$ cat src/rtl/tqvp_vga_raster.sv
// ============================================================================
// Module   : tqvp_vga_raster
// Brief    : VGA timing and pattern generator with a small register file.
//            Optional raster-line interrupt enabled by macro VGA_RASTER_IRQ_EN.
// Revision : 1.0
// ============================================================================
`default_nettype none

module tqvp_vga_raster #(
  parameter int H_ACTIVE = 640,
  parameter int H_FP     = 16,
  parameter int H_SYNC   = 96,
  parameter int H_BP     = 48,
  parameter int V_ACTIVE = 480,
  parameter int V_FP     = 10,
  parameter int V_SYNC   = 2,
  parameter int V_BP     = 33,
  parameter int COORD_W  = 10
) (
  input  logic        clk,
  input  logic        reset,
  input  logic [7:0]  ui_in,
  output logic [7:0]  uo_out,
  input  logic [5:0]  address,
  input  logic [31:0] data_in,
  input  logic [1:0]  data_write_n,
  input  logic [1:0]  data_read_n,
  output logic [31:0] data_out,
  output logic        data_ready,
  output logic        user_interrupt
);

  localparam int H_TOTAL = H_ACTIVE + H_FP + H_SYNC + H_BP;
  localparam int V_TOTAL = V_ACTIVE + V_FP + V_SYNC + V_BP;

  localparam logic [COORD_W-1:0] X_LAST   = COORD_W'(H_TOTAL - 1);
  localparam logic [COORD_W-1:0] Y_LAST   = COORD_W'(V_TOTAL - 1);
  localparam logic [COORD_W-1:0] X_VIS    = COORD_W'(H_ACTIVE);
  localparam logic [COORD_W-1:0] Y_VIS    = COORD_W'(V_ACTIVE);
  localparam logic [COORD_W-1:0] HS_START = COORD_W'(H_ACTIVE + H_FP);
  localparam logic [COORD_W-1:0] HS_END   = COORD_W'(H_ACTIVE + H_FP + H_SYNC);
  localparam logic [COORD_W-1:0] VS_START = COORD_W'(V_ACTIVE + V_FP);
  localparam logic [COORD_W-1:0] VS_END   = COORD_W'(V_ACTIVE + V_FP + V_SYNC);

  logic [6:0]         ctrl_q, ctrl_d;
  logic [11:0]        color_q, color_d;
  logic [COORD_W-1:0] pix_x_q, pix_x_d;
  logic [COORD_W-1:0] pix_y_q, pix_y_d;
  logic [15:0]        frame_q, frame_d;
  logic [7:0]         uo_q, uo_d;

  logic        wr_en, wr_ctrl, wr_color, wr_frame;
  logic [31:0] wmask;
  logic        en_cur, en_nxt, advance, x_wrap, y_wrap;
  logic        hs_raw, vs_raw, visible, sync_inv, bit_x, bit_y;
  logic [5:0]  fg, bg, pixel;
  logic [31:0] irq_line_rd;
  logic        pending_rd;

  always_comb begin
    wr_en    = data_write_n != 2'b11;
    wmask    = {{16{data_write_n == 2'b10}},
                {8{(data_write_n == 2'b01) || (data_write_n == 2'b10)}},
                {8{wr_en}}};
    wr_ctrl  = wr_en && (address == 6'h00);
    wr_color = wr_en && (address == 6'h04);
    wr_frame = wr_en && (address == 6'h10);
  end

  always_comb begin
    ctrl_d = ctrl_q;
    if (wr_ctrl) ctrl_d = data_in[6:0];

    color_d = color_q;
    if (wr_color) begin
      color_d[5:0] = data_in[5:0];
      if (wmask[8]) color_d[11:6] = data_in[13:8];
    end
  end

  // Disabling zeroes the counters on the write edge; enabling holds them at
  // (0,0) for that edge so the first counted pixel is the origin.
  always_comb begin
    en_cur  = ctrl_q[0];
    en_nxt  = ctrl_d[0];
    advance = en_cur && en_nxt;
    x_wrap  = pix_x_q == X_LAST;
    y_wrap  = pix_y_q == Y_LAST;
    pix_x_d = pix_x_q;
    pix_y_d = pix_y_q;
    if (!en_nxt) begin
      pix_x_d = '0;
      pix_y_d = '0;
    end else if (en_cur) begin
      pix_x_d = x_wrap ? '0 : pix_x_q + COORD_W'(1);
      if (x_wrap) pix_y_d = y_wrap ? '0 : pix_y_q + COORD_W'(1);
    end

    frame_d = frame_q;
    if (advance && x_wrap && y_wrap) frame_d = frame_q + 16'd1;
    if (wr_frame) frame_d = 16'd0;
  end

  always_comb begin
    fg       = color_q[5:0];
    bg       = color_q[11:6];
    sync_inv = ~ctrl_q[1];
    hs_raw   = en_cur && (pix_x_q >= HS_START) && (pix_x_q < HS_END);
    vs_raw   = en_cur && (pix_y_q >= VS_START) && (pix_y_q < VS_END);
    visible  = en_cur && (pix_x_q < X_VIS) && (pix_y_q < Y_VIS);
    bit_x    = |(pix_x_q & (COORD_W'(1) << ctrl_q[6:4]));
    bit_y    = |(pix_y_q & (COORD_W'(1) << ctrl_q[6:4]));
    case (ctrl_q[3:2])
      2'd0:    pixel = fg;
      2'd1:    pixel = (bit_x ^ bit_y) ? fg : bg;
      2'd2:    pixel = bit_x ? fg : bg;
      default: pixel = bg;
    endcase
    if (!visible) pixel = 6'd0;
    uo_d = {vs_raw ^ sync_inv, hs_raw ^ sync_inv, pixel};
  end

  always_ff @(posedge clk or posedge reset) begin
    if (reset) begin
      ctrl_q  <= '0;
      color_q <= '0;
      pix_x_q <= '0;
      pix_y_q <= '0;
      frame_q <= '0;
      uo_q    <= '0;
    end else begin
      ctrl_q  <= ctrl_d;
      color_q <= color_d;
      pix_x_q <= pix_x_d;
      pix_y_q <= pix_y_d;
      frame_q <= frame_d;
      uo_q    <= uo_d;
    end
  end

`ifdef VGA_RASTER_IRQ_EN
  logic [COORD_W-1:0] irq_line_q, irq_line_d;
  logic               pending_q, pending_d;
  logic               wr_irql, wr_irq, irq_hit;

  // A line number beyond the frame never matches because pix_y_d < V_TOTAL.
  always_comb begin
    wr_irql = wr_en && (address == 6'h08);
    wr_irq  = wr_en && (address == 6'h14);
    irq_line_d = irq_line_q;
    if (wr_irql)
      irq_line_d = (irq_line_q & ~wmask[COORD_W-1:0]) | (data_in[COORD_W-1:0] & wmask[COORD_W-1:0]);
    irq_hit   = advance && (pix_x_d == '0) && (pix_y_d == irq_line_q);
    pending_d = pending_q;
    if (wr_irq && data_in[0]) pending_d = 1'b0;
    if (irq_hit) pending_d = 1'b1;
  end

  always_ff @(posedge clk or posedge reset) begin
    if (reset) begin
      irq_line_q <= '0;
      pending_q  <= 1'b0;
    end else begin
      irq_line_q <= irq_line_d;
      pending_q  <= pending_d;
    end
  end

  assign user_interrupt = pending_q;
  assign irq_line_rd    = 32'(irq_line_q);
  assign pending_rd     = pending_q;
`else
  assign user_interrupt = 1'b0;
  assign irq_line_rd    = 32'd0;
  assign pending_rd     = 1'b0;
`endif

  always_comb begin
    data_out = 32'd0;
    case (address)
      6'h00:   data_out = {25'd0, ctrl_q};
      6'h04:   data_out = {18'd0, color_q[11:6], 2'b00, color_q[5:0]};
      6'h08:   data_out = irq_line_rd;
      6'h0C:   data_out = {16'(pix_y_q), 16'(pix_x_q)};
      6'h10:   data_out = {16'd0, frame_q};
      6'h14:   data_out = {31'd0, pending_rd};
      default: data_out = 32'd0;
    endcase
  end

  assign uo_out     = uo_q;
  assign data_ready = 1'b1;

  logic unused_ok;
  assign unused_ok = &{1'b0, ui_in, data_read_n, data_in, wmask};

endmodule

`default_nettype wire

$ cat config.mk
export PLATFORM = sky130hd
export DESIGN_NAME = tqvp_vga_raster
export DESIGN_NICKNAME = d
export VERILOG_FILES = /design/src/rtl/tqvp_vga_raster.sv
export SDC_FILE = /design/constraint.sdc
export NUM_CORES = 1
export LEC_CHECK = 0
export ABC_CLOCK_PERIOD_IN_PS = 2900
export BUFFER_PORTS_ARGS = -buffer_cell sky130_fd_sc_hd__buf_2
export CAP_MARGIN = 20
export CORE_AREA = 2 2 88 90
export DETAILED_ROUTE_END_ITERATION = 10
export DIE_AREA = 0 0 90 92
export GPL_ROUTABILITY_DRIVEN = 0
export PLACE_DENSITY_LB_ADDON = 0.12
export SLEW_MARGIN = 20
export SYNTH_ARGS = -nofsm -noshare
export SYNTH_HDL_FRONTEND = slang
export SYNTH_SLANG_ARGS = --single-unit
$ cat constraint.sdc
create_clock -name clk -period 2.9 [get_ports clk]
set_input_delay 0.58 -clock clk [delete_from_list [all_inputs] [get_ports clk]]
set_output_delay 0.58 -clock clk [all_outputs]
set_load 0.05 [all_outputs]
# Yosys cells after proc, flatten, opt, wreduce, memory -nomap -nowiden
# Index checks and enable logic that the tools add are counted.
# word_totals
reg_bits,63
ramBits,0
elab_cells,71
in_bits,52
romBits,0
n_memories,0
latch_bits,0
# op_classes
multipliers,0
reduce_logical,20
mux,15
bitwise_logic,6
div_mod_pow,0
shifts,1
n_eq_ne,12
magnitude_cmp,6
n_addsub,3
# ops
operator,n
26-bit case mux with 4 select lines,1
10-bit 2-to-1 mux,7
16-bit 2-to-1 mux,2
"10-bit by 1-bit adder with 10-bit output, second input constant",2
10-bit AND,2
"10-bit == test, second input constant",2
"10-bit less-than comparator, second input constant",2
"10-bit by 9-bit less-than comparator with 1-bit output, second input constant",2
10-bit OR reduction,2
6-bit 2-to-1 mux,3
6-bit case mux with 3 select lines,1
"16-bit by 1-bit adder with 16-bit output, second input constant",1
1-bit logical AND,12
"10-bit >= comparator, second input constant",1
"10-bit by 9-bit >= comparator with 1-bit output, second input constant",1
"1-bit by 3-bit left shift with 10-bit output, first input constant",1
"6-bit by 3-bit == test with 1-bit output, second input constant",1
"6-bit by 4-bit == test with 1-bit output, second input constant",1
"6-bit by 5-bit == test with 1-bit output, second input constant",1
6-bit zero test,1
"2-bit by 1-bit == test with 1-bit output, second input constant",2
"2-bit == test, second input constant",2
"2-bit != test, second input constant",2
2-bit AND reduction,2
other kinds (7),9

# Depth between registers and ports, before layout
# Gate-level depths: netlist of run 1.
# logic_depth
word_depth,8
mapped_depth,9
mapped_depth_nobuf,7

# Least setup slack after synthesis of run 1
# OpenSTA, ideal clock, no wires.
# synth_timing
path_type,input-to-output
from,in address[5]
to,out data_out[1]
path_stages,5
t_arrival_ps,2332
slack_ps,-12
path_buffers,1
path_cell_list,or4_1 -> nor3b_1 -> clkbuf_1 -> a222oi_1 -> nand2_1
# synth_between
elab_chain_len,2
word_cells_on_any_way,5
classes_between,eq/ne: 3; mux: 1; reduce/logical: 1
# synth_rtl
item,line_no,source
start: declaration,24,"input logic [5:0] address,"
"6-bit by 5-bit == test with 1-bit output, or another cell as far along",180,case (address)
26-bit case mux with 4 select lines (*),180,
end: declaration,28,"output logic [31:0] data_out,"
# Every way passes the cells marked *; elsewhere a longest branch is shown, timed or not.

# Worst setup path after layout of run 1
# layout_timing
from,in address[5]
to,out data_out[0]
# Same word-level chain as after synthesis.

==> results of run 1 <==
cell type report:
type	instances	area share
clock buffers	9	0.02777
repair buffers	74	0.09649
clock inverters	7	0.01627
inverters	24	0.02020
multi-input cells	310	0.4572
flip-flops and latches	63	0.3534
well taps	102	0.02861
cells by family (layout without fill, tap and decap cells):
kind of cell	Yosys count	in the layout	share of synthesized area
buffers and inverters	58	114	0.07047
xor gates and xnor gates	16	16	0.03638
other	2	8	0.001949
DFF	63	63	0.4092
and+or+nand+nor	176	176	0.2436
adders and majority gates	7	7	0.02273
muxes	13	13	0.04644
AOI/OAI and AO/OA	90	90	0.1692
cell usage after synthesis (3+ instances only):
cell type	instances	area [µm²]
sky130_fd_sc_hd__and2_1	15	93.84
sky130_fd_sc_hd__nor4_1	12	75.07
sky130_fd_sc_hd__o211ai_1	3	22.52
sky130_fd_sc_hd__a222oi_1	9	90.09
sky130_fd_sc_hd__nand4_1	8	50.05
sky130_fd_sc_hd__buf_4	8	60.06
sky130_fd_sc_hd__a32oi_1	6	52.55
sky130_fd_sc_hd__or3_1	8	50.05
sky130_fd_sc_hd__mux2i_1	4	40.04
sky130_fd_sc_hd__buf_6	3	33.78
sky130_fd_sc_hd__buf_1	3	11.26
sky130_fd_sc_hd__mux2_2	6	67.56
sky130_fd_sc_hd__ha_1	7	87.58
sky130_fd_sc_hd__o2111ai_1	7	61.31
sky130_fd_sc_hd__a21oi_1	11	55.05
sky130_fd_sc_hd__nor2_1	21	78.83
sky130_fd_sc_hd__inv_1	23	86.33
sky130_fd_sc_hd__and3_1	8	50.05
sky130_fd_sc_hd__xor2_1	3	26.28
sky130_fd_sc_hd__xnor2_1	13	113.9
sky130_fd_sc_hd__a21o_1	3	22.52
sky130_fd_sc_hd__nand2b_1	3	18.77
sky130_fd_sc_hd__nand2_1	50	187.7
sky130_fd_sc_hd__nand3_1	18	90.09
sky130_fd_sc_hd__a22o_1	6	52.55
sky130_fd_sc_hd__dfrtp_1	63	1577
sky130_fd_sc_hd__nor3_1	13	65.06
sky130_fd_sc_hd__o221ai_1	6	52.55
sky130_fd_sc_hd__clkbuf_1	19	71.32
sky130_fd_sc_hd__o21ai_0	25	125.1
per-layer routing:
layer,vias to the layer above,track usage,share of wire
li1,1658,-,-
met1,1720,0.3576,0.45
met2,142,0.3997,0.47
met3,28,0.04519,0.052
met4,0,0.1192,0.030
met5,-,0,0
final timing paths:
check | from | end | slack [ns] | cells past startpoint
worst max register to register | pix_y_q[6]$_DFFE_PP0P_ | frame_q[15]$_DFFE_PP0P_ | 0.34 | 5
min in group clk | data_in[1] | ctrl_q[1]$_DFFE_PP0N_ | 0.45 | 3
worst max-delay path | address[5] | data_out[0] | 0.08 | 7
worst min register to register | pix_y_q[8]$_DFFE_PP0P_ | pix_y_q[8]$_DFFE_PP0P_ | 0.55 | 1
max in group asynchronous | reset | color_q[9]$_DFFE_PP0P_ | 1.91 | 3
worst min-delay path | reset | color_q[2]$_DFFE_PP0P_ | 0.45 | 3
what timing repair did:
action,CTS,global route
buffers inserted,0,0
gates resized for setup,0,7
hold endpoints to repair,0,0
endpoints found under the setup margin,0,6
cell usage in the layout, fill, tap and decap left out, types with 11 or more instances in the layout:
| master | Yosys | final |
|---|---|---|
| sky130_fd_sc_hd__a21oi_1 | 11 | 11 |
| sky130_fd_sc_hd__and2_1 | 15 | 15 |
| sky130_fd_sc_hd__buf_2 | 0 | 50 |
| sky130_fd_sc_hd__buf_4 | 8 | 18 |
| sky130_fd_sc_hd__dfrtp_1 | 63 | 63 |
| sky130_fd_sc_hd__inv_1 | 23 | 22 |
| sky130_fd_sc_hd__nand2_1 | 50 | 47 |
| sky130_fd_sc_hd__nand3_1 | 18 | 18 |
| sky130_fd_sc_hd__nor2_1 | 21 | 21 |
| sky130_fd_sc_hd__nor3_1 | 13 | 13 |
| sky130_fd_sc_hd__nor4_1 | 12 | 12 |
| sky130_fd_sc_hd__o21ai_0 | 25 | 25 |
| sky130_fd_sc_hd__xnor2_1 | 13 | 13 |
state kept, by name, summed over array words and instances (netlist names):
| signal | count |
|---|---|
| ctrl_q | 7 |
| color_q | 12 |
| pix_y_q | 10 |
| pix_x_q | 10 |
| uo_out | 8 |
| frame_q | 16 |
stage by stage:
stage,instances,total power [µW],hold WS [ns],cell area (µm²)
after floorplan,431,1434,0.4766,3882
after global placement,573,1554,0.5281,4244
after detailed placement,573,1565,0.5506,4244
after CTS,589,2336,0.4360,4441
after global routing,589,2449,0.4568,4461
final,589,2334,0.4456,4461
report_power, final:
part | internal (µW) | total, µW | switching (µW)
sequential | 988 | 1130 | 140
combinational | 151 | 427 | 276
clock | 398 | 778 | 380
total | 1540 | 2330 | 796
worst register-to-register path: cells and delay by family, from the launching register on:
| kind | cells | cell delay [ns] |
|---|---|---|
| and+or+nand+nor | 3 | 1.44 |
| DFF | 1 | 0.51 |
| AOI/OAI and AO/OA | 2 | 0.48 |
==> flow_results.xml, run 1 <==
<?xml version="1.0" encoding="UTF-8"?>
<metrics>
  <group name="status">
    <metric name="run_status" unit="">complete, no violations</metric>
  </group>
  <group name="logic_synthesis">
    <metric name="count_of_mapped_cells_out_of_synthesis" unit="">425</metric>
    <metric name="synth-edff-count" unit="">0</metric>
    <metric name="most_common_flop_cell_mapped_by_yosys" unit="">sky130_fd_sc_hd__dfrtp_1</metric>
    <metric name="number_of_warnings_issued_by_yosys" unit="">0</metric>
    <metric name="synthesis.area_per_instance" unit="µm²">9.065</metric>
    <metric name="cell_area_after_synthesis" unit="mm²">0.003852</metric>
    <metric name="synthArstFlopShare" unit="">1.000</metric>
    <metric name="yosysSeqAreaShare" unit="">0.4092</metric>
    <metric name="synth_cell_type_count" unit="">58</metric>
    <metric name="ys_ff_latch" unit="">63</metric>
  </group>
  <group name="setup_path">
    <metric name="criticalPathCategory" unit="">in -&gt; out</metric>
    <metric name="path_cells" unit="">buf_2 -&gt; or4_1 -&gt; nor3b_2 -&gt; buf_4 -&gt; a222oi_1 -&gt; nand2_1 -&gt; clkbuf_4</metric>
    <metric name="critical_path.max_fanout" unit="">13</metric>
    <metric name="critical_path.startpoint_type" unit="">input port</metric>
    <metric name="critical_path.endpoint_type" unit="">primary output</metric>
    <metric name="critPathSlowestCell" unit="">sky130_fd_sc_hd__or4_1</metric>
    <metric name="critical-path-max-stage-delay" unit="ns">0.57</metric>
    <metric name="path_buf_inv" unit="">3</metric>
    <metric name="critPathRequiredTime" unit="ns">2.32</metric>
    <metric name="worst-endpoint-arrival" unit="ns">2.24</metric>
    <metric name="cp_top_family" unit="">simple AND/OR/NAND/NOR gates</metric>
  </group>
  <group name="clock_tree">
    <metric name="cts_hold_buf" unit="">0</metric>
    <metric name="clockBufferDepth" unit="">2</metric>
    <metric name="cts_sinks" unit="">63</metric>
    <metric name="clock_insertion_delay_worst_skew" unit="ns">0.35</metric>
    <metric name="clk_root_buffer_cell" unit="">sky130_fd_sc_hd__clkbuf_8</metric>
    <metric name="cts_tree" unit="">done</metric>
    <metric name="cts_inserted_buffers" unit="">9</metric>
    <metric name="htreeDepth" unit="">3</metric>
    <metric name="cts.reportedPaths.clkPinSlew" unit="ns">0.08</metric>
  </group>
  <group name="detailed_routing">
    <metric name="via_per_inst" unit="">6.024</metric>
    <metric name="drt_pre_antenna_iters" unit="">5</metric>
    <metric name="drt_iter0_drc" unit="">261</metric>
    <metric name="totalWireLength" unit="µm">10370</metric>
    <metric name="drtAntennaViolNets" unit="">0</metric>
    <metric name="detail_route.wl_per_cell" unit="µm">17.61</metric>
    <metric name="drc" unit="">0</metric>
    <metric name="routed-via-count" unit="">3548</metric>
  </group>
  <group name="floorplanning">
    <metric name="die_height" unit="µm">92</metric>
    <metric name="io_pins" unit="">94</metric>
    <metric name="start_util" unit="">0.5173</metric>
    <metric name="fp.dieArea" unit="mm²">0.008280</metric>
    <metric name="die_w" unit="µm">90</metric>
    <metric name="design.core.area" unit="mm²">0.007447</metric>
    <metric name="rows" unit="">32</metric>
  </group>
  <group name="sta">
    <metric name="hold_violations" unit="">0</metric>
    <metric name="timing.final.ws_setup" unit="ns">0.08193</metric>
    <metric name="final_min_period_over_clock_period" unit="">0.9717</metric>
    <metric name="rsz0062_at_grt" unit="">no</metric>
    <metric name="worst_slew_margin_rel" unit="">0.3643</metric>
    <metric name="fin_tns_setup" unit="ns">0</metric>
    <metric name="setup_violation_total_in_the_final_timing_report" unit="">0</metric>
    <metric name="fmaxAchievable" unit="MHz">354.9</metric>
    <metric name="skew" unit="ns">0.008666</metric>
    <metric name="slew_limit_fails" unit="">0</metric>
    <metric name="slew_of_the_pin_with_the_lowest_slew_margin" unit="ns">0.9493</metric>
    <metric name="period_minus_slack" unit="ns">2.818</metric>
  </group>
  <group name="final_layout">
    <metric name="flow.area_growth_from_synthesis" unit="%">15.78</metric>
    <metric name="multi_input_gate_area_in_the_final_layout" unit="mm²">0.002039</metric>
    <metric name="nFillCells" unit="">699</metric>
    <metric name="regArea" unit="mm²">0.001577</metric>
    <metric name="num-nets-final" unit="">541</metric>
    <metric name="finish.utilization" unit="">0.5990</metric>
    <metric name="layout-drive-gt1-share" unit="">0.2300</metric>
    <metric name="diodes" unit="">0</metric>
  </group>
  <group name="power">
    <metric name="worst_ir_drop_vdd" unit="µV">249.2</metric>
    <metric name="leakagePower" unit="µW">0.002013</metric>
    <metric name="powerDensity" unit="mW/mm²">523.2</metric>
  </group>
  <group name="grt">
    <metric name="via_count_of_the_first_global_routing_pass" unit="">3284</metric>
    <metric name="grt_pass1_wl" unit="µm">16910</metric>
    <metric name="track_usage" unit="">0.2591</metric>
    <metric name="global_route.overflow_total" unit="">0</metric>
    <metric name="grt_start_max_net_pins" unit="">64</metric>
    <metric name="antenna_found_initial" unit="">0</metric>
  </group>
  <group name="job">
    <metric name="maxCapViolations" unit="">0</metric>
  </group>
  <group name="placement">
    <metric name="hpwl" unit="µm">7495</metric>
    <metric name="port-buffer-count" unit="">56</metric>
    <metric name="detailedPlace.worstSlack" unit="ns">0.04252</metric>
  </group>
  <group name="min_path">
    <metric name="worstHoldPathType" unit="">in -&gt; async</metric>
  </group>
</metrics>
(Power assumes the default switching activity.)
==> run 2, diff against run 1 <==
--- a/config.mk
+++ b/config.mk
@@ -5,12 +5,13 @@
 export SDC_FILE = /design/constraint.sdc
 export NUM_CORES = 1
 export LEC_CHECK = 0
+export ABC_AREA = 1
 export ABC_CLOCK_PERIOD_IN_PS = 2900
 export BUFFER_PORTS_ARGS = -buffer_cell sky130_fd_sc_hd__buf_2
 export CAP_MARGIN = 20
-export CORE_AREA = 2 2 88 90
+export CORE_AREA = 2 2 90 92
 export DETAILED_ROUTE_END_ITERATION = 10
-export DIE_AREA = 0 0 90 92
+export DIE_AREA = 0 0 92 94
 export GPL_ROUTABILITY_DRIVEN = 0
 export PLACE_DENSITY_LB_ADDON = 0.12
 export SLEW_MARGIN = 20
==> flow_results.xml, run 2 <==
<?xml version="1.0" encoding="UTF-8"?>
<metrics>
  <group name="min_path">
    <metric name="worstHoldPathType" unit="">in -&gt; async</metric>
  </group>
  <group name="final_layout">
    <metric name="mostFrequentLayoutCells" unit="">sky130_fd_sc_hd__nand2_1, sky130_fd_sc_hd__inv_1, sky130_fd_sc_hd__nand3_1</metric>
    <metric name="layout.cells.most_common" unit="">sky130_fd_sc_hd__nand2_1</metric>
    <metric name="non_filler_cells_final" unit="">746</metric>
    <metric name="diodes" unit="">0</metric>
    <metric name="largest_reg_flops" unit="">16</metric>
    <metric name="layout-drive-gt1-share" unit="">0.1553</metric>
    <metric name="num-nets-final" unit="">698</metric>
    <metric name="reg.largest.list" unit="">frame_q: 16 flops, color_q: 12 flops</metric>
    <metric name="flow.area_growth_from_synthesis" unit="%">15.64</metric>
    <metric name="final_design_area_no_fill" unit="mm²">0.004801</metric>
    <metric name="nFillCells" unit="">704</metric>
    <metric name="regMostFlops" unit="">frame_q</metric>
  </group>
  <group name="detailed_routing">
    <metric name="drt_iter0_drc" unit="">300</metric>
    <metric name="drt_pre_antenna_iters" unit="">5</metric>
    <metric name="routed-via-count" unit="">4226</metric>
    <metric name="drc" unit="">0</metric>
    <metric name="drtAntennaViolNets" unit="">0</metric>
    <metric name="detail_route.wl_per_cell" unit="µm">15.19</metric>
    <metric name="via_per_inst" unit="">5.665</metric>
    <metric name="totalWireLength" unit="µm">11340</metric>
  </group>
  <group name="logic_synthesis">
    <metric name="synth_top_area_frac" unit="">0.3797</metric>
    <metric name="synth_area_leader_cell" unit="">sky130_fd_sc_hd__dfrtp_1</metric>
    <metric name="synthArstFlopShare" unit="">1.000</metric>
    <metric name="yosysSeqAreaShare" unit="">0.3797</metric>
    <metric name="most_common_flop_cell_mapped_by_yosys" unit="">sky130_fd_sc_hd__dfrtp_1</metric>
    <metric name="ys_top_cells_by_area" unit="">sky130_fd_sc_hd__dfrtp_1, sky130_fd_sc_hd__nand3_1, sky130_fd_sc_hd__nand2_1, sky130_fd_sc_hd__inv_1, sky130_fd_sc_hd__nor2_1</metric>
    <metric name="ys_ff_latch" unit="">63</metric>
    <metric name="synth_cell_type_count" unit="">35</metric>
    <metric name="synthesis.area_per_instance" unit="µm²">7.195</metric>
    <metric name="count_of_mapped_cells_out_of_synthesis" unit="">577</metric>
    <metric name="number_of_warnings_issued_by_yosys" unit="">0</metric>
    <metric name="synthMostInstantiatedCell" unit="">sky130_fd_sc_hd__nand2_1</metric>
    <metric name="ys_top_cells_by_count" unit="">sky130_fd_sc_hd__nand2_1, sky130_fd_sc_hd__inv_1, sky130_fd_sc_hd__nand3_1</metric>
    <metric name="cell_area_after_synthesis" unit="mm²">0.004151</metric>
    <metric name="synth-edff-count" unit="">0</metric>
  </group>
  <group name="setup_path">
    <metric name="worst_flop_to_flop_path_startpoint" unit="">pix_x_q[0]$_DFFE_PP0P_</metric>
    <metric name="timing.critical_path.from" unit="">address[5]</metric>
    <metric name="r2r_worst_path_depth" unit="">9</metric>
    <metric name="cp_top_family" unit="">buffers and inverters</metric>
    <metric name="reg2reg_to" unit="">pix_y_q[0]$_DFFE_PP0P_</metric>
    <metric name="critical-path-max-stage-delay" unit="ns">0.29</metric>
    <metric name="critical_path.endpoint_type" unit="">primary output</metric>
    <metric name="critPathSlowestCell" unit="">sky130_fd_sc_hd__clkinv_1</metric>
    <metric name="critical_path.startpoint_type" unit="">input port</metric>
    <metric name="critPathRequiredTime" unit="ns">2.32</metric>
    <metric name="criticalPathCategory" unit="">in -&gt; out</metric>
    <metric name="path_buf_inv" unit="">4</metric>
    <metric name="regToRegSetupSlack" unit="ns">0.60</metric>
    <metric name="critPathMostFrequentCell" unit="">sky130_fd_sc_hd__buf_2</metric>
    <metric name="critical_path.max_fanout" unit="">10</metric>
    <metric name="path_cells" unit="">buf_2 -&gt; or2_4 -&gt; nor3_1 -&gt; clkinv_1 -&gt; buf_4 -&gt; nor2_1 -&gt; buf_2</metric>
    <metric name="worst-endpoint-arrival" unit="ns">2.19</metric>
  </group>
  <group name="clock_tree">
    <metric name="cts_hold_buf" unit="">0</metric>
    <metric name="ctsResizeCount" unit="">0</metric>
    <metric name="post_cts.repair.setup_buffers" unit="">0</metric>
    <metric name="cts.reportedPaths.clkPinSlew" unit="ns">0.07</metric>
    <metric name="clk_root_buffer_cell" unit="">sky130_fd_sc_hd__clkbuf_8</metric>
    <metric name="clockBufferDepth" unit="">2</metric>
    <metric name="htreeDepth" unit="">3</metric>
    <metric name="cts_inserted_buffers" unit="">9</metric>
    <metric name="clock_insertion_delay_worst_skew" unit="ns">0.35</metric>
    <metric name="cts_sinks" unit="">63</metric>
    <metric name="cts_tree" unit="">done</metric>
  </group>
  <group name="floorplanning">
    <metric name="start_util" unit="">0.5457</metric>
    <metric name="io_pins" unit="">94</metric>
    <metric name="fp.dieArea" unit="mm²">0.008648</metric>
    <metric name="rows" unit="">32</metric>
    <metric name="die_height" unit="µm">94</metric>
    <metric name="design.core.area" unit="mm²">0.007607</metric>
    <metric name="die_w" unit="µm">92</metric>
  </group>
  <group name="grt">
    <metric name="antenna_found_initial" unit="">0</metric>
    <metric name="global_route.overflow_total" unit="">0</metric>
    <metric name="via_count_of_the_first_global_routing_pass" unit="">3913</metric>
    <metric name="track_usage" unit="">0.2764</metric>
    <metric name="grt_pass1_wl" unit="µm">18850</metric>
    <metric name="grt_start_max_net_pins" unit="">38</metric>
  </group>
  <group name="placement">
    <metric name="count_of_placed_standard_cells_including_taps" unit="">730</metric>
    <metric name="detailedPlace.worstSlack" unit="ns">0.1761</metric>
    <metric name="port-buffer-count" unit="">56</metric>
    <metric name="placed_area" unit="mm²">0.004556</metric>
    <metric name="hpwl" unit="µm">8383</metric>
  </group>
  <group name="sta">
    <metric name="fmaxAchievable" unit="MHz">360.6</metric>
    <metric name="skew" unit="ns">0.006943</metric>
    <metric name="period_minus_slack" unit="ns">2.773</metric>
    <metric name="slew_limit_fails" unit="">0</metric>
    <metric name="setup_violation_total_in_the_final_timing_report" unit="">0</metric>
    <metric name="final_min_period_over_clock_period" unit="">0.9562</metric>
    <metric name="rsz0062_at_grt" unit="">no</metric>
    <metric name="fin_tns_setup" unit="ns">0</metric>
    <metric name="timing.final.ws_setup" unit="ns">0.1270</metric>
    <metric name="slew_of_the_pin_with_the_lowest_slew_margin" unit="ns">0.6077</metric>
    <metric name="worst_slew_margin_rel" unit="">0.5943</metric>
    <metric name="hold_violations" unit="">0</metric>
  </group>
  <group name="power">
    <metric name="leakagePower" unit="µW">0.002277</metric>
    <metric name="intPower" unit="µW">1972</metric>
    <metric name="power.net_switching" unit="µW">1345</metric>
    <metric name="power.share.clock" unit="">0.288</metric>
    <metric name="powerDensity" unit="mW/mm²">691.0</metric>
    <metric name="logic_gate_share_of_total_power" unit="">0.332</metric>
    <metric name="worst_ir_drop_vdd" unit="µV">436.9</metric>
    <metric name="total_power" unit="µW">3317</metric>
    <metric name="proportion_of_total_power_due_to_net_switching" unit="">0.4055</metric>
    <metric name="seqPwrFrac" unit="">0.379</metric>
  </group>
  <group name="status">
    <metric name="run_status" unit="">complete, no violations</metric>
  </group>
  <group name="job">
    <metric name="maxCapViolations" unit="">0</metric>
  </group>
</metrics>
[run 2: layer usage]
metal,wire length (µm),global-route usage,vias up,part of all wire
met5,0,0,-,0
met4,342,0.1281,0,0.030
li1,-,-,2047,-
met1,4978,0.3827,1988,0.44
met3,878,0.03772,26,0.077
met2,5136,0.4320,165,0.45
[run 2: area by class of cell]
cell class | instances | area (µm²) | area share
inverter | 80 | 300.3 | 0.06255
timing repair buffer | 69 | 390.4 | 0.08131
clock buffer | 10 | 137.6 | 0.02867
multi-input combinational | 416 | 2161 | 0.4501
sequential | 63 | 1577 | 0.3284
clock inverter | 6 | 107.6 | 0.02241
tap | 102 | 127.6 | 0.02658
[run 2: cell families (layout without fill, tap and decap cells)]
| group | after synthesis | after routing | share of synthesized area |
|---|---|---|---|
| AOI/OAI and AO/OA | 98 | 98 | 0.1353 |
| DFF | 63 | 63 | 0.3797 |
| xor gates and xnor gates | 21 | 21 | 0.04430 |
| buffers and inverters | 104 | 165 | 0.1052 |
| other | 2 | 8 | 0.001809 |
| adders and majority gates | 7 | 7 | 0.02110 |
| and+or+nand+nor | 281 | 281 | 0.3101 |
| muxes | 1 | 1 | 0.002411 |
[run 2: metrics by stage]
| stage | util | hold slack, ns |
|---|---|---|
| after floorplan | - | 0.4632 |
| after global placement | 0.5988 | 0.5201 |
| after detailed placement | 0.5988 | 0.5407 |
| after CTS | 0.6311 | 0.3208 |
| after global routing | 0.6311 | 0.3485 |
| final | 0.6311 | 0.2931 |
[run 2: power by group through the flow]
stage          logic [µW]  registers [µW]  clock network [µW]
6_report             1100            1260                 957
5_1_grt              1220            1290                1000
4_1_cts              1100            1250                 964
3_5_place_dp         1090            1260                   0
3_3_place_gp         1060            1260                   0
2_1_floorplan         713            1350                   0
[run 2: how the worst max path moves through the flow]
stage / end / slack [ns] / depth (start not counted)
3_5_place_dp: data_out[17] / 0.18 / 7
3_3_place_gp: data_out[9] / 0.24 / 6
6_report: data_out[17] / 0.13 / 7
5_1_grt: data_out[17] / 0.04 / 7
2_1_floorplan: data_out[16] / -0.006 / 5
4_1_cts: data_out[17] / 0.13 / 7
==> run 3, diff against run 2 <==
--- a/config.mk
+++ b/config.mk
@@ -6,13 +6,14 @@
 export NUM_CORES = 1
 export LEC_CHECK = 0
 export ABC_AREA = 1
-export ABC_CLOCK_PERIOD_IN_PS = 2900
+export ABC_CLOCK_PERIOD_IN_PS = 3500
 export BUFFER_PORTS_ARGS = -buffer_cell sky130_fd_sc_hd__buf_2
 export CAP_MARGIN = 20
 export CORE_AREA = 2 2 90 92
 export DETAILED_ROUTE_END_ITERATION = 10
 export DIE_AREA = 0 0 92 94
 export GPL_ROUTABILITY_DRIVEN = 0
+export MAX_ROUTING_LAYER = met4
 export PLACE_DENSITY_LB_ADDON = 0.12
 export SLEW_MARGIN = 20
 export SYNTH_ARGS = -nofsm -noshare
==> constraint.sdc (replaced) <==
create_clock -name clk -period 3.5 [get_ports clk]
set_input_delay 0.7 -clock clk [delete_from_list [all_inputs] [get_ports clk]]
set_output_delay 0.7 -clock clk [all_outputs]
set_load 0.05 [all_outputs]
==> flow_results.xml, run 3 (synthesized netlist as in run 2, its figures left out) <==
<?xml version="1.0" encoding="UTF-8"?>
<metrics>
  <group name="final_layout">
    <metric name="largest_reg_flops" unit="">16</metric>
    <metric name="regMostFlops" unit="">frame_q</metric>
    <metric name="nFillCells" unit="">723</metric>
    <metric name="num-nets-final" unit="">693</metric>
    <metric name="multi_input_gate_area_in_the_final_layout" unit="mm²">0.002161</metric>
    <metric name="layout-drive-gt1-share" unit="">0.1487</metric>
    <metric name="flow.area_growth_from_synthesis" unit="%">14.47</metric>
    <metric name="diodes" unit="">0</metric>
    <metric name="reg.largest.list" unit="">frame_q: 16 flops, color_q: 12 flops</metric>
    <metric name="layout.cells.most_common" unit="">sky130_fd_sc_hd__nand2_1</metric>
    <metric name="regArea" unit="mm²">0.001577</metric>
    <metric name="mostFrequentLayoutCells" unit="">sky130_fd_sc_hd__nand2_1, sky130_fd_sc_hd__inv_1, sky130_fd_sc_hd__nand3_1</metric>
  </group>
  <group name="setup_path">
    <metric name="critPathMostFrequentCell" unit="">sky130_fd_sc_hd__buf_2</metric>
    <metric name="path_cells" unit="">buf_2 -&gt; or2_4 -&gt; nor3_1 -&gt; clkinv_1 -&gt; o221ai_1 -&gt; buf_2</metric>
    <metric name="worst-endpoint-arrival" unit="ns">2.50</metric>
    <metric name="critical-path-max-stage-delay" unit="ns">0.40</metric>
    <metric name="worst_flop_to_flop_path_startpoint" unit="">ctrl_q[6]$_DFFE_PP0N_</metric>
    <metric name="critical_path.max_fanout" unit="">8</metric>
    <metric name="cp_top_family" unit="">buffers and inverters</metric>
    <metric name="regToRegSetupSlack" unit="ns">1.07</metric>
    <metric name="critical_path.endpoint_type" unit="">primary output</metric>
    <metric name="r2r_worst_path_depth" unit="">9</metric>
    <metric name="path_buf_inv" unit="">3</metric>
    <metric name="critPathRequiredTime" unit="ns">2.80</metric>
    <metric name="criticalPathCategory" unit="">in -&gt; out</metric>
    <metric name="critPathSlowestCell" unit="">sky130_fd_sc_hd__nor3_1</metric>
    <metric name="critical_path.startpoint_type" unit="">input port</metric>
    <metric name="reg2reg_to" unit="">uo_out[1]$_DFF_PP0_</metric>
  </group>
  <group name="min_path">
    <metric name="worstHoldPathType" unit="">in -&gt; async</metric>
  </group>
  <group name="floorplanning">
    <metric name="rows" unit="">32</metric>
    <metric name="design.core.area" unit="mm²">0.007607</metric>
    <metric name="io_pins" unit="">94</metric>
    <metric name="start_util" unit="">0.5457</metric>
    <metric name="die_height" unit="µm">94</metric>
    <metric name="die_w" unit="µm">92</metric>
    <metric name="fp.dieArea" unit="mm²">0.008648</metric>
  </group>
  <group name="detailed_routing">
    <metric name="via_per_inst" unit="">5.688</metric>
    <metric name="drt_iter0_drc" unit="">231</metric>
    <metric name="detail_route.wl_per_cell" unit="µm">15.18</metric>
    <metric name="drt_pre_antenna_iters" unit="">6</metric>
    <metric name="drc" unit="">0</metric>
    <metric name="totalWireLength" unit="µm">11250</metric>
    <metric name="routed-via-count" unit="">4215</metric>
    <metric name="drtAntennaViolNets" unit="">0</metric>
  </group>
  <group name="clock_tree">
    <metric name="cts_hold_buf" unit="">0</metric>
    <metric name="clk_root_buffer_cell" unit="">sky130_fd_sc_hd__clkbuf_8</metric>
    <metric name="cts.reportedPaths.clkPinSlew" unit="ns">0.08</metric>
    <metric name="htreeDepth" unit="">3</metric>
    <metric name="clock_insertion_delay_worst_skew" unit="ns">0.35</metric>
    <metric name="ctsResizeCount" unit="">0</metric>
    <metric name="cts_inserted_buffers" unit="">9</metric>
    <metric name="cts_sinks" unit="">63</metric>
    <metric name="clockBufferDepth" unit="">2</metric>
    <metric name="post_cts.repair.setup_buffers" unit="">0</metric>
    <metric name="cts_tree" unit="">done</metric>
  </group>
  <group name="sta">
    <metric name="period_minus_slack" unit="ns">3.196</metric>
    <metric name="fin_tns_setup" unit="ns">0</metric>
    <metric name="fmaxAchievable" unit="MHz">312.9</metric>
    <metric name="slew_of_the_pin_with_the_lowest_slew_margin" unit="ns">1.059</metric>
    <metric name="fin_hold_ws" unit="ns">0.4925</metric>
    <metric name="final_min_period_over_clock_period" unit="">0.9131</metric>
    <metric name="worst_slew_margin_rel" unit="">0.2874</metric>
    <metric name="setup_violation_total_in_the_final_timing_report" unit="">0</metric>
    <metric name="slew_limit_fails" unit="">0</metric>
    <metric name="hold_violations" unit="">0</metric>
    <metric name="rsz0062_at_grt" unit="">no</metric>
    <metric name="skew" unit="ns">0.01099</metric>
  </group>
  <group name="grt">
    <metric name="global_route.overflow_total" unit="">0</metric>
    <metric name="track_usage" unit="">0.2834</metric>
    <metric name="antenna_found_initial" unit="">0</metric>
    <metric name="grt_pass1_wl" unit="µm">18820</metric>
    <metric name="grt_start_max_net_pins" unit="">49</metric>
    <metric name="via_count_of_the_first_global_routing_pass" unit="">3923</metric>
  </group>
  <group name="status">
    <metric name="run_status" unit="">complete, no violations</metric>
  </group>
  <group name="placement">
    <metric name="port-buffer-count" unit="">56</metric>
    <metric name="hpwl" unit="µm">8283</metric>
  </group>
  <group name="power">
    <metric name="worst_ir_drop_vdd" unit="µV">413.7</metric>
    <metric name="powerDensity" unit="mW/mm²">577.3</metric>
    <metric name="leakagePower" unit="µW">0.002246</metric>
  </group>
  <group name="job">
    <metric name="maxCapViolations" unit="">0</metric>
  </group>
</metrics>
run 3: cell count changes in the layout (fill, tap and decap cells not counted), sizes merged:
| cell | change |
|---|---|
| inv | -1 |
| clkinv | +1 |
| buf | -5 |
run 3: worst max path at each step:
| stage | start | endpoint | depth (start not counted) |
|---|---|---|---|
| 4_1_cts | address[5] | data_out[9] | 6 |
| 3_5_place_dp | address[5] | data_out[9] | 6 |
| 5_1_grt | address[5] | data_out[17] | 7 |
| 6_report | address[5] | data_out[9] | 6 |
| 3_3_place_gp | address[5] | data_out[9] | 6 |
| 2_1_floorplan | address[5] | data_out[16] | 5 |
run 3: per-stage QoR:
stage               utilization  worst slack (ns)  cell area (µm²)  std cells  total power, µW
detailed placement       0.5923            0.3361             4506        725             1939
floorplan                     -            0.3536             4174        583             1706
global placement         0.5923            0.4023             4506        725             1921
global route             0.6247            0.1712             4752        741             2899
CTS                      0.6245            0.3288             4751        741             2728
finish                   0.6247            0.3042             4752        741             2743
run 3: cell type report:
type | instances | area share
clock buffers | 10 | 0.02896
clock inverters | 6 | 0.02264
inverters | 80 | 0.06345
multi-input cells | 416 | 0.4547
flip-flops and latches | 63 | 0.3318
well taps | 102 | 0.02686
repair buffers | 64 | 0.07162
run 3: layer usage:
metal / track usage / routed length [µm]
met1: 0.3867 / 5111
met2: 0.4326 / 5097
met3: 0.05136 / 810
met4: 0.09080 / 233
met5: - / 0
run 3: report_power, final:
part	total (µW)	switching, µW	internal [µW]
logic	902	647	256
clock network	798	308	490
registers	1040	163	880
total	2740	1120	1630
